File: src/rtl/mem_pkg.sv
// mem_pkg: shared memory-bus types and constants for the responder and the memory controller.
package mem_pkg;
   typedef enum logic [1:0] {CLEAR, IDLE, WAIT, RESP} state_t;
   localparam logic MEM_RW_READ  = 1'b0;
   localparam logic MEM_RW_WRITE = 1'b1;
   localparam int ADDR_W = 16;
   localparam int DATA_W = 32;
endpackage

File: src/rtl/mem_array.sv
// mem_array: DEPTH x DATA_W word storage with one synchronous write port and one combinational read port.
module mem_array
   import mem_pkg::*;
#(
   parameter int DEPTH = 16,
   parameter int AW    = 4
) (
   input  logic              clk,
   input  logic              we,
   input  logic [AW-1:0]     waddr,
   input  logic [DATA_W-1:0] wdata,
   input  logic [AW-1:0]     raddr,
   output logic [DATA_W-1:0] rdata
);
   logic [DATA_W-1:0] mem [DEPTH];
   always_ff @(posedge clk) if (we) mem[waddr] <= wdata;
   assign rdata = mem[raddr];
endmodule

File: src/rtl/mem_responder.sv
// mem_responder: valid/ready memory-bus responder with programmable wait states and a held response.
// Define MEM_RESP_CLEAR_EN to zero the whole array in a CLEAR sweep after every reset release.
module mem_responder
   import mem_pkg::*;
#(
   parameter int DEPTH       = 16,
   parameter int WAIT_CYCLES = 1
) (
   input  logic              clk,
   input  logic              rst,
   input  logic              req_valid,
   output logic              req_ready,
   input  logic              req_rw,
   input  logic [ADDR_W-1:0] req_addr,
   input  logic [DATA_W-1:0] req_wdata,
   output logic              rsp_valid,
   input  logic              rsp_ready,
   output logic [DATA_W-1:0] rsp_rdata,
   output logic              rsp_err
);
   localparam int AW = DEPTH > 1 ? $clog2(DEPTH) : 1;
   state_t state;
   logic [3:0] cnt;
   logic op_rw;
   logic [ADDR_W-1:0] op_addr;
   logic [DATA_W-1:0] op_wdata;
   logic accept, enter_resp, cur_rw, cur_err, arr_we;
   logic [ADDR_W-1:0] cur_addr;
   logic [DATA_W-1:0] cur_wdata, arr_wdata, arr_rdata;
   logic [AW-1:0] arr_waddr;
   assign accept = req_valid && req_ready;
   // With zero wait states the access happens on the accept edge itself, so it must use the live request.
   assign cur_rw     = (state == IDLE) ? req_rw : op_rw;
   assign cur_addr   = (state == IDLE) ? req_addr : op_addr;
   assign cur_wdata  = (state == IDLE) ? req_wdata : op_wdata;
   assign cur_err    = 32'(cur_addr) >= 32'(DEPTH);
   assign enter_resp = (state == IDLE && accept && WAIT_CYCLES == 0) || (state == WAIT && cnt == 4'd0);
`ifdef MEM_RESP_CLEAR_EN
   localparam state_t START = CLEAR;
   logic [AW-1:0] clr_addr;
   assign arr_we    = (state == CLEAR) || (enter_resp && cur_rw == MEM_RW_WRITE && !cur_err);
   assign arr_waddr = (state == CLEAR) ? clr_addr : cur_addr[AW-1:0];
   assign arr_wdata = (state == CLEAR) ? '0 : cur_wdata;
   always_ff @(posedge clk or negedge rst)
      if (!rst) clr_addr <= '0;
      else if (state == CLEAR) clr_addr <= clr_addr + AW'(1);
`else
   localparam state_t START = IDLE;
   assign arr_we    = enter_resp && cur_rw == MEM_RW_WRITE && !cur_err;
   assign arr_waddr = cur_addr[AW-1:0];
   assign arr_wdata = cur_wdata;
`endif
   mem_array #(.DEPTH(DEPTH), .AW(AW)) u_array (
      .clk  (clk),
      .we   (arr_we),
      .waddr(arr_waddr),
      .wdata(arr_wdata),
      .raddr(cur_addr[AW-1:0]),
      .rdata(arr_rdata)
   );
   always_ff @(posedge clk or negedge rst) begin
      if (!rst) begin
         state     <= START;
         req_ready <= 1'b0;
         rsp_valid <= 1'b0;
         rsp_rdata <= '0;
         rsp_err   <= 1'b0;
         cnt       <= 4'd0;
         op_rw     <= MEM_RW_READ;
         op_addr   <= '0;
         op_wdata  <= '0;
      end else begin
         case (state)
`ifdef MEM_RESP_CLEAR_EN
            CLEAR: if (clr_addr == AW'(DEPTH - 1)) begin
               state     <= IDLE;
               req_ready <= 1'b1;
            end
`endif
            IDLE: begin
               req_ready <= !accept;
               if (accept) begin
                  op_rw    <= req_rw;
                  op_addr  <= req_addr;
                  op_wdata <= req_wdata;
                  cnt      <= WAIT_CYCLES > 0 ? 4'(WAIT_CYCLES - 1) : 4'd0;
                  state    <= WAIT_CYCLES > 0 ? WAIT : RESP;
               end
            end
            WAIT: begin
               cnt   <= cnt == 4'd0 ? cnt : cnt - 4'd1;
               state <= cnt == 4'd0 ? RESP : WAIT;
            end
            RESP: if (rsp_ready) begin
               state     <= IDLE;
               req_ready <= 1'b1;
               rsp_valid <= 1'b0;
               rsp_rdata <= '0;
               rsp_err   <= 1'b0;
            end
            default: state <= IDLE;
         endcase
         if (enter_resp) begin
            rsp_valid <= 1'b1;
            rsp_err   <= cur_err;
            rsp_rdata <= (!cur_err && cur_rw == MEM_RW_READ) ? arr_rdata : '0;
         end
      end
   end
endmodule
File: config.mk
export PLATFORM = sky130hd
export DESIGN_NAME = mem_responder
export DESIGN_NICKNAME = d
export VERILOG_FILES = /design/src/rtl/mem_pkg.sv /design/src/rtl/mem_array.sv /design/src/rtl/mem_responder.sv
export SDC_FILE = /design/constraint.sdc
export NUM_CORES = 1
export LEC_CHECK = 0
export CORE_MARGIN = 2
export CORE_UTILIZATION = 35
export DETAILED_ROUTE_END_ITERATION = 10
export GPL_TIMING_DRIVEN = 0
export REMOVE_ABC_BUFFERS = 1
export SETUP_SLACK_MARGIN = 0.5
export SYNTH_ARGS = -nofsm -noshare
export SYNTH_HDL_FRONTEND = slang
export SYNTH_SLANG_ARGS = --single-unit
File: constraint.sdc
create_clock -name clk -period 14 [get_ports clk]
set_input_delay 2.1 -clock clk [delete_from_list [all_inputs] [get_ports clk]]
set_output_delay 2.1 -clock clk [all_outputs]
set_load 0.01 [all_outputs]
==> key figures, run 1 <==
Clocking
  • Post-cts resize count: 0
  • Clock Latency Late Sink: between 0.6 and 0.7 ns
  • TritonCTS clock tree: built
  • Clock Sinks: 602
  • Worst-path clk slew: 0.06 ns
  • CTS hold repair buffers: 0
  • Clk buf depth: 3
  • H-tree levels: 2
  • CTS Buf Count: 59
  • Setup repair bufs after CTS: 0
  • Root Driver: clkbuf_16

Pwr
  • VDD IR max: 0.142 mV
  • Seq pwr share: 0.399
  • LEAKAGE: 10.3 nW
  • Logic pwr share: 0.330
  • PD cells: approximately 210 nW/um2
  • Pint: 3.97 mW
  • Net Sw Frac: 0.332
  • Clock Power Share: 0.271
  • Sw power: 1.98 mW

Setup path
  • RR Endpoint: u_array.mem[4][7]
  • Crit path DAT: 5.10 ns
  • Critical path cell sequence: clkdlybuf4s50_1 > nor4_1 > nand4_1 > nand2_1 > nand2_2 > nor4_2 > buf_4 > buf_4 > buf_4 > buf_4
  • Crit-path leading delay family: simple AND/OR/NAND/NOR gates
  • R2r setup slk: 9.89 ns
  • Critical Path Start Type: input port
  • Worst path bufs/invs: 5
  • Top cell by count, worst path: buf_4
  • CP Depth: 10
  • Critical path type: input port to flop
  • CP max stage delay: about 0.78 ns
  • Reg2reg path depth: 8
  • Required time at the worst-slack endpoint: 14.33 ns
  • Worst reg2reg startpoint: state[0]
  • Critical path's slowest cell: nor4_2
  • Worst setup EP type: flop
  • Worst-path maximum fanout: 16

Timing
  • Setup Skew: 0.0184 ns
  • Worst-margin pin slew: 1.42 ns
  • RSZ-0062 raised after global routing: false
  • Slew HR: 0.0526
  • Worst setup margin: 9.24 ns
  • Maximum clock rate: between 200 and 250 MHz
  • Final Hold Vio Count: 0
  • Final setup violation count: 0
  • Max-slew violations: 0
  • Final critical-path required period: around 4.8 ns
  • Tcrit/Tclk final: 0.340

Floorplan
  • Initial Util: 0.355
  • Core Area: between 60000 and 70000 um2
  • Die Height: 265 um
  • Die width: 265 um
  • # rows: 95
  • Io pins: 88
  • DIE AREA: 70400 um2

Global route
  • Initial antenna violation count: 0
  • Vias in the first global route: 14100
  • Grt total ovfl: 0
  • Largest net degree at the start of global routing: 118
  • First-pass GRT wire length: 86.8 mm
  • GR Util All Layers: 0.163

Place
  • HPWL after detailed placement: 38.0 mm
  • Cell count after placement: 2556
  • Placed instance area: 26800 um2
  • Input/output buffers: 87
  • Routability congestion estimate: 0.687
  • Dpl ws: 8.56 ns

Synth
  • Seq/Total Area, Yosys: 0.737
  • Synth Area per Inst: 15.2 um2
  • Post-synth EDFFs: 512
  • Async set-reset flop share out of synthesis: 0.150
  • Top_reg_cell synth: edfxtp_1
  • Flops & latches, synth: 602
  • Yosys warns: 0
  • Yosys cell types: 44
  • Cells after Synth: 1573
  • Mapped cell area: 23900 um2

Detailed routing
  • TritonRoute pass-1 iters: 7
  • Drc violations: 0
  • Iter 0 DRT Violations: 898
  • Via count: 13900
  • Vias per inst: 5.20
  • Final wirelength: ~58 mm
  • Wire per inst: 21.6 um
  • Final ANT Viol Nets: 0

Cells and area
  • Nets: 1802
  • Diodes inserted: 0
  • Share of cells above drive strength 1: 0.182
  • Non-Filler Instances: 2667
  • Filler cell count: 5852
  • Layout area overhead: 20.3%
  • Fin area: 28800 um2

Job
  • Max_cap viols: 0

Outcome
  • Status: finished clean

Hold path
  • Worst hold stages: 2
  • Hold Path Class: flop to flop
  • Hold_sp: rsp_valid
  • Sink of the worst hold path: rsp_valid
kinds of logic after synthesis:
kind of cell | Yosys count | synth area share
buf+inv | 100 | 0.0222
mux | 239 | 0.106
fa+ha+maj | 5 | 0.00262
compound gates | 149 | 0.0471
simple gates | 478 | 0.0853
flops | 602 | 0.737
power by group through the flow:
| stage | registers (mW) | logic, mW | clock network (mW) |
|---|---|---|---|
| final | 2.38 | 1.97 | 1.61 |
| after global routing | 2.39 | 2.15 | 1.71 |
| after CTS | 2.38 | 1.98 | 1.64 |
| after detailed placement | 2.41 | 1.98 | 0 |
| after global placement | 2.41 | 1.93 | 0 |
| after floorplan | 2.40 | 1.30 | 0 |
cells in the final DEF, fill, tap and decap left out, types with 5 or more instances in the layout:
cell,n
clkbuf_1,15
buf_6,10
o2111ai_1,27
bufinv_16,7
o21ai_0,9
nor4_2,16
a21oi_4,6
a32oi_1,28
dfrtp_1,89
clkinv_1,5
o22ai_1,5
nand2_1,323
clkbuf_8,5
buf_12,12
mux2_2,82
nor2_1,7
clkdlybuf4s50_1,86
inv_1,6
buf_16,8
a21oi_1,28
edfxtp_1,512
clkbuf_16,60
nand3_1,109
clkinv_2,11
buf_4,87
mux2i_1,153
o31ai_1,33
synth_stat cells (all sizes together), types with 9 or more instances:
library cell	n	area, um2
mux2	83	938
dfrtp	89	2230
edfxtp	512	15400
nand2	324	1220
o31ai	34	260
o21ai	9	45.0
buf	71	423
a21oi	34	193
mux2i	155	1570
nor4	19	119
a32oi	28	245
nand3	111	556
o2111ai	27	236
clkbuf	22	82.6
per-layer routing:
layer / vias to the layer above / GRT usage / share of wire
met5: - / 0 / 0
met4: 0 / 0.0576 / 0.028
met3: 102 / 0.0257 / 0.056
met2: 397 / 0.277 / 0.49
met1: 7034 / 0.212 / 0.42
li1: 6324 / - / -
final cells by class:
cell class	count	area, um2	area share
sequential	602	17600	0.613
clock buffer	80	1630	0.0565
clock inverter	31	357	0.0124
multi-input combinational	871	5950	0.207
timing repair buffer	203	2090	0.0725
tap	873	1090	0.0380
inverter	7	26.3	0.000913
stage by stage:
step                      power (mW)  hold WS [ns]  TNS (ns)   util
final                           5.95         0.483         0  0.427
after global routing            6.25         0.505         0  0.427
after CTS                       6.00         0.486         0  0.427
after detailed placement        4.39         0.470         0  0.397
after global placement          4.34         0.465  -1914.02  0.377
after floorplan                 3.70         0.476         0      -
worst max-delay path by stage:
stage | startpoint | to | slack, ns
after detailed placement | req_addr[10] | u_array.mem[4][12] | 8.56
after floorplan | req_addr[0] | u_array.mem[13][0] | 5.27
after global routing | req_addr[14] | u_array.mem[5][7] | 9.03
after global placement | state[0] | u_array.mem[5][22] | -7.79
final | req_addr[10] | u_array.mem[4][7] | 9.24
after CTS | req_addr[10] | u_array.mem[4][7] | 9.20
tightest hold or removal path, delay by kind of cell (launching register included):
kind	cells	cell delay (ns)
flops	1	0.35
simple gates	2	0.10
sequential cells by signal, indices dropped and copies added, names as in the netlist:
signal and flops:
state 2, op_wdata 32, req_ready 1, rsp_valid 1
u_array.mem 512, cnt 4, rsp_rdata 32, op_addr 16
op_rw 1, rsp_err 1
(Power assumes the default switching activity.)
==> run 2: changes to the inputs <==
==> constraint.sdc (replaced) <==
create_clock -name clk -period 4 [get_ports clk]
set_input_delay 0.6 -clock clk [delete_from_list [all_inputs] [get_ports clk]]
set_output_delay 0.6 -clock clk [all_outputs]
set_load 0.01 [all_outputs]
==> run 2 against run 1 <==
  * Global-route usage grew 0.30 points
  * Die area unchanged
  * Wire length grew 2.2%
  * Final cell count up 0.94%
  * Hold slack worse by 0.030 ns
  * Core utilization rose by 0.54 points
  * Register-to-register slack worse by 9.2 ns
  * Largest power group unchanged
  * Critical path depth unchanged
  * Critical path type is now flop to flop
  * Clock skew barely moved
  * Non-clock buffer count rose by 24
  * Design area grew 1.3%
  * Sequential power rose to 3.5 times the previous value
==> key figures, run 2 (synthesis gave the netlist of run 1 again) <==
Setup path
  • Critical path type: flop to flop
  • Worst setup EP type: flop
  • Required time at the worst-slack endpoint: 4.33 ns
  • Crit path DAT: 3.64 ns
  • Worst-path maximum fanout: 16
  • Critical Path Start Type: flop

Timing
  • Slew HR: 0.0819
  • Final Hold Vio Count: 0
  • Worst setup margin: 0.692 ns
  • Final setup violation count: 0
  • Worst-margin pin slew: around 1.4 ns
  • Max-slew violations: 0
  • Setup Skew: 0.0182 ns
  • Tcrit/Tclk final: 0.827
  • Final critical-path required period: about 3.3 ns
  • Fin Setup TNS: 0 ns
  • RSZ-0062 raised after global routing: true
  • Maximum clock rate: 302 MHz
  • Hold_ws: between 0.4 and 0.5 ns

Detailed routing
  • Final wirelength: about 60 mm
  • Final ANT Viol Nets: 0
  • Drc violations: 0
  • Via count: 14000
  • Iter 0 DRT Violations: around 1100
  • Wire per inst: 21.9 um
  • TritonRoute pass-1 iters: 6
  • Vias per inst: ~5.2

Clocking
  • Root Driver: clkbuf_16
  • Clock Sinks: 602
  • Worst-path clk slew: approximately 0.06 ns
  • Clock Latency Late Sink: 0.62 ns
  • TritonCTS clock tree: built
  • Clk buf depth: 3
  • H-tree levels: 2
  • CTS Buf Count: 59

Floorplan
  • Die width: approximately 270 um
  • Core Area: 67400 um2
  • # rows: 95
  • Die Height: 265 um
  • Io pins: 88
  • Initial Util: 0.355
  • DIE AREA: between 70000 and 80000 um2

Cells and area
  • Commonest non-fill, non-tap cells in the layout: 512 x edfxtp_1, 323 x nand2_1, 153 x mux2i_1
  • Filler cell count: 5811
  • Non-Filler Instances: 2692
  • Max reg flops: 512
  • Layout area overhead: 21.8%
  • Commonest non-fill, non-tap cell in the layout: edfxtp_1
  • Share of cells above drive strength 1: 0.192
  • Regs by FF count: u_array.mem (512), op_wdata (32), rsp_rdata (32)
  • Nets: 1827
  • Diodes inserted: 0
  • Largest Register: u_array.mem

Place
  • HPWL after detailed placement: 38.0 mm
  • Input/output buffers: 87
  • Dpl ws: -0.147 ns
  • Routability congestion estimate: 0.687
  • Cell count after placement: 2556

Global route
  • First-pass GRT wire length: 88.0 mm
  • Vias in the first global route: 14200
  • GR Util All Layers: 0.166
  • Largest net degree at the start of global routing: ~120
  • Grt total ovfl: 0
  • Initial antenna violation count: 0

Pwr
  • Power, Total: 21.1 mW
  • LEAKAGE: 10.5 nW
  • VDD IR max: 0.515 mV
  • PD cells: 725 nW/um2

Hold path
  • Hold Path Class: input port to asynchronous set/reset pin

Outcome
  • Status: finished clean

Job
  • Max_cap viols: 0
## run 2: cell types whose count changed in the layout (fill, tap and decap cells not counted), sizes merged
cell	before	now
dlygate4sd3	0	1
a21oi	34	35
buf	117	140
## run 2: worst max-delay path, cell delays in order (launching register included)
cell,delay (ns)
dfstp_2,0.39
inv_1,0.07
ha_1,0.25
inv_2,0.08
or4b_4,0.56
nor2_1,0.20
nand2_4,0.29
nor4_4,0.49
buf_4,0.26
buf_4,0.20
buf_4,0.19
## run 2: area by class of cell
class                   instances  area, um2  area share
clock buffers                  80       1630      0.0558
clock inverters                31        357      0.0122
inverters                       7       26.3    0.000902
multi-input cells             872       6100       0.209
flip-flops and latches        602      17600       0.605
well taps                     873       1090      0.0375
repair buffers                227       2300      0.0790
## run 2: final timing paths
| check | depth (start not counted) | from | slack [ns] | end |
|---|---|---|---|---|
| max | 10 | state[0] | 0.69 | u_array.mem[0][1] |
| min | 2 | rst | 0.45 | rsp_rdata[26] |
| max reg2reg | 10 | state[0] | 0.69 | u_array.mem[0][1] |
| min reg2reg | 2 | rsp_valid | 0.48 | rsp_valid |
| max in group asynchronous | 3 | rst | 2.82 | state[0] |
| min in group clk | 2 | rsp_valid | 0.48 | rsp_valid |
## run 2: metrics by stage
step                       util  area, um2
after floorplan               -      23400
after global placement    0.377      25400
after detailed placement  0.397      26800
after CTS                 0.430      29000
after global routing      0.432      29100
final                     0.432      29100
## run 2: layer usage
metal / global-route usage / vias up / part of all wire / wire length, um
met3: 0.0269 / 107 / 0.054 / 3190
met4: 0.0606 / 0 / 0.029 / 1690
met2: 0.284 / 399 / 0.50 / 29200
met5: 0 / - / 0 / 0
li1: - / 6368 / - / -
met1: 0.213 / 7154 / 0.42 / 24800
## run 2: where the power goes
group	switching [mW]	internal, mW	total [mW]
clock	2.34	3.30	5.64
sequential	0.168	8.15	8.32
combinational	4.62	2.55	7.17
## run 2: repair_timing
| action | in CTS | in global routing |
|---|---|---|
| resized for setup | 11 | 6 |
| cloned | 1 | 0 |
| setup buffers | 7 | 16 |
| pin swaps | 4 | 6 |
| setup endpoints to repair | 376 | 155 |
| hold buffers | 1 | 0 |
| hold endpoints to repair | 30 | 0 |
==> run 3: changes to the inputs <==
==> constraint.sdc (replaced) <==
create_clock -name clk -period 3.1 [get_ports clk]
set_input_delay 0.465 -clock clk [delete_from_list [all_inputs] [get_ports clk]]
set_output_delay 0.465 -clock clk [all_outputs]
set_load 0.01 [all_outputs]
==> run 3 against run 2 <==
  * Non-clock buffer count up 265
  * Design area increased by 14%
  * Sequential power grew 30%
  * Final cell count is 10% higher
  * Critical path depth up 2
  * Highest routed layer unchanged
  * Flip-flop and latch count unchanged
  * First-iteration DRC count increased by 61%
  * Combinational power rose by 91%
  * Sequential share of layout area decreased by 7.6 points
  * Global-route usage rose by 2.4 points
  * Critical path type unchanged
==> key figures, run 3 (synthesis gave the netlist of run 1 again) <==
Detailed routing
  • Wire per inst: 25.6 um
  • Iter 0 DRT Violations: roughly 1800
  • Final ANT Viol Nets: 0
  • Drc violations: 0
  • Via count: about 16000
  • TritonRoute pass-1 iters: 7
  • Vias per inst: 5.48
  • Final wirelength: 76.0 mm

Setup path
  • Worst reg2reg startpoint: state[0]
  • Crit path DAT: 3.12 ns
  • Worst-path maximum fanout: 6
  • Crit path capture: u_array.mem[13][21]
  • Worst setup EP type: flop
  • Critical path's slowest cell: or4b_4
  • CP max stage delay: 0.57 ns
  • Critical Path Start Type: flop
  • Critical path type: flop to flop
  • CP Depth: 12
  • Required time at the worst-slack endpoint: 3.42 ns
  • Worst path bufs/invs: 7
  • Crit path from: state[0]
  • Crit-path leading delay family: simple AND/OR/NAND/NOR gates
  • Critical path cell sequence: inv_2 > ha_4 > inv_4 > or4b_4 > nor2_4 > nand2_4 > buf_12 > buf_4 > nor4_4 > buf_6 > buf_4 > buf_4
  • RR Endpoint: u_array.mem[13][21]
  • Top cell by count, worst path: buf_4
  • R2r setup slk: 0.30 ns
  • Reg2reg path depth: 12

Clocking
  • H-tree levels: 2
  • CTS Buf Count: 59
  • Root Driver: clkbuf_16
  • TritonCTS clock tree: built
  • Worst-path clk slew: 0.06 ns
  • Clk buf depth: 3
  • Clock Sinks: 602
  • Clock Latency Late Sink: 0.63 ns

Cells and area
  • Max reg flops: approximately 510
  • Regs by FF count: u_array.mem (512), op_wdata (32), rsp_rdata (32)
  • Share of cells above drive strength 1: 0.326
  • Commonest non-fill, non-tap cell in the layout: edfxtp_1
  • Largest Register: u_array.mem
  • Nets: approximately 2100
  • Layout area overhead: 39.4%
  • Commonest non-fill, non-tap cells in the layout: 512 x edfxtp_1, 318 x nand2_1, 180 x buf_4

Hold path
  • Hold Path Class: input port to asynchronous set/reset pin

Timing
  • Final Hold Vio Count: 0
  • Maximum clock rate: 357 MHz
  • Setup Skew: 0.0231 ns
  • Worst setup margin: 0.297 ns
  • Worst-margin pin slew: 0.735 ns
  • RSZ-0062 raised after global routing: true
  • Slew HR: 0.509
  • Final setup violation count: 0
  • Max-slew violations: 0
  • Final critical-path required period: 2.80 ns
  • Tcrit/Tclk final: 0.904
  • Hold_ws: 0.306 ns
  • Fin Setup TNS: 0 ns

Floorplan
  • Io pins: 88
  • Die Height: about 270 um
  • DIE AREA: 70400 um2
  • # rows: between 90 and 100
  • Core Area: 67400 um2
  • Die width: 265 um
  • Initial Util: 0.355

Pwr
  • Net Sw Frac: 0.355
  • Pint: 20.6 mW
  • Clock Power Share: 0.231
  • Seq pwr share: 0.339
  • VDD IR max: 0.457 mV
  • PD cells: 956 nW/um2
  • Power, Total: 31.9 mW
  • Sw power: 11.3 mW
  • Logic pwr share: 0.430
  • LEAKAGE: 12.5 nW

Job
  • Max_cap viols: 0

Global route
  • First-pass GRT wire length: 99.2 mm
  • Largest net degree at the start of global routing: 61
  • Grt total ovfl: 0
  • Initial antenna violation count: 0
  • GR Util All Layers: 0.190
  • Vias in the first global route: roughly 15000

Place
  • Input/output buffers: 87
  • HPWL after detailed placement: about 38 mm
  • Dpl ws: -1.05 ns
  • Routability congestion estimate: just under 0.7

Outcome
  • Status: finished clean
==> run 3: cell types whose count changed in the layout (fill, tap and decap cells not counted), sizes merged <==
| cell | before | now |
|---|---|---|
| clkbuf | 80 | 96 |
| mux2 | 83 | 91 |
| bufbuf | 0 | 2 |
| buf | 140 | 387 |
| a21oi | 35 | 37 |
| mux2i | 155 | 156 |
| diode | 0 | 1 |
==> run 3: layout make-up <==
| cell class | count | area, um2 |
|---|---|---|
| clock inverter | 31 | 357 |
| antenna | 1 | 2.50 |
| clock buffer | 80 | 1630 |
| multi-input combinational | 883 | 6670 |
| inverter | 7 | 28.8 |
| timing repair buffer | 492 | 5940 |
| tap | 873 | 1090 |
| sequential | 602 | 17600 |
| fill | 5321 | 34100 |
==> run 3: through the flow <==
stage               instances  area (um2)   util
floorplan                1480       23400      -
global placement         2440       25400  0.377
detailed placement       2556       26800  0.397
CTS                      2803       30900  0.459
global route             2968       33300  0.495
finish                   2969       33300  0.495
==> run 3: worst register-to-register path, stage by stage, from the launching register on <==
cell and delay [ns]:
dfstp_2 0.40, inv_2 0.08, ha_4 0.17, inv_4 0.04, or4b_4 0.57, nor2_4 0.15
nand2_4 0.09, buf_12 0.16, buf_4 0.14, nor4_4 0.19, buf_6 0.18, buf_4 0.14
buf_4 0.19
==> run 3: metal layers <==
layer  global-route usage  part of all wire  wire (um)  vias up
met1                0.242              0.39      29300     8279
li1                     -                 -          -     6957
met4               0.0797             0.051       3890        0
met3               0.0322             0.083       6300      221
met2                0.320              0.48      36500      822
met5                    0                 0          0        -
==> run 3: what timing repair did <==
item                       CTS  global route
hold buffers                 1             0
hold endpoints to repair    30             0
gates resized for setup    141           185
buffers inserted           116           143
gates cloned                19            22
setup endpoints to repair  548           385
pin swaps                   30            65
==> run 3: worst min-delay path by stage <==
stage | start | endpoint | slack (ns) | depth (start not counted)
2_1_floorplan | rst | cnt[0] | 0.17 | 0
4_1_cts | rst | rsp_rdata[26] | 0.31 | 2
6_report | rst | rsp_rdata[26] | 0.31 | 2
3_3_place_gp | rsp_rdata[22] | rsp_rdata[22] | 0.46 | 2
3_5_place_dp | rst | rsp_rdata[26] | 0.40 | 1
5_1_grt | rst | rsp_rdata[9] | 0.34 | 2
==> run 3: power by group through the flow <==
| stage | registers [mW] | logic (mW) | clock network, mW |
|---|---|---|---|
| 5_1_grt | 10.8 | 14.4 | 7.79 |
| 4_1_cts | 10.8 | 11.2 | 7.41 |
| 3_3_place_gp | 10.9 | 7.94 | 0 |
| 6_report | 10.8 | 13.7 | 7.37 |
| 2_1_floorplan | 10.8 | 5.75 | 0 |
| 3_5_place_dp | 10.9 | 8.94 | 0 |
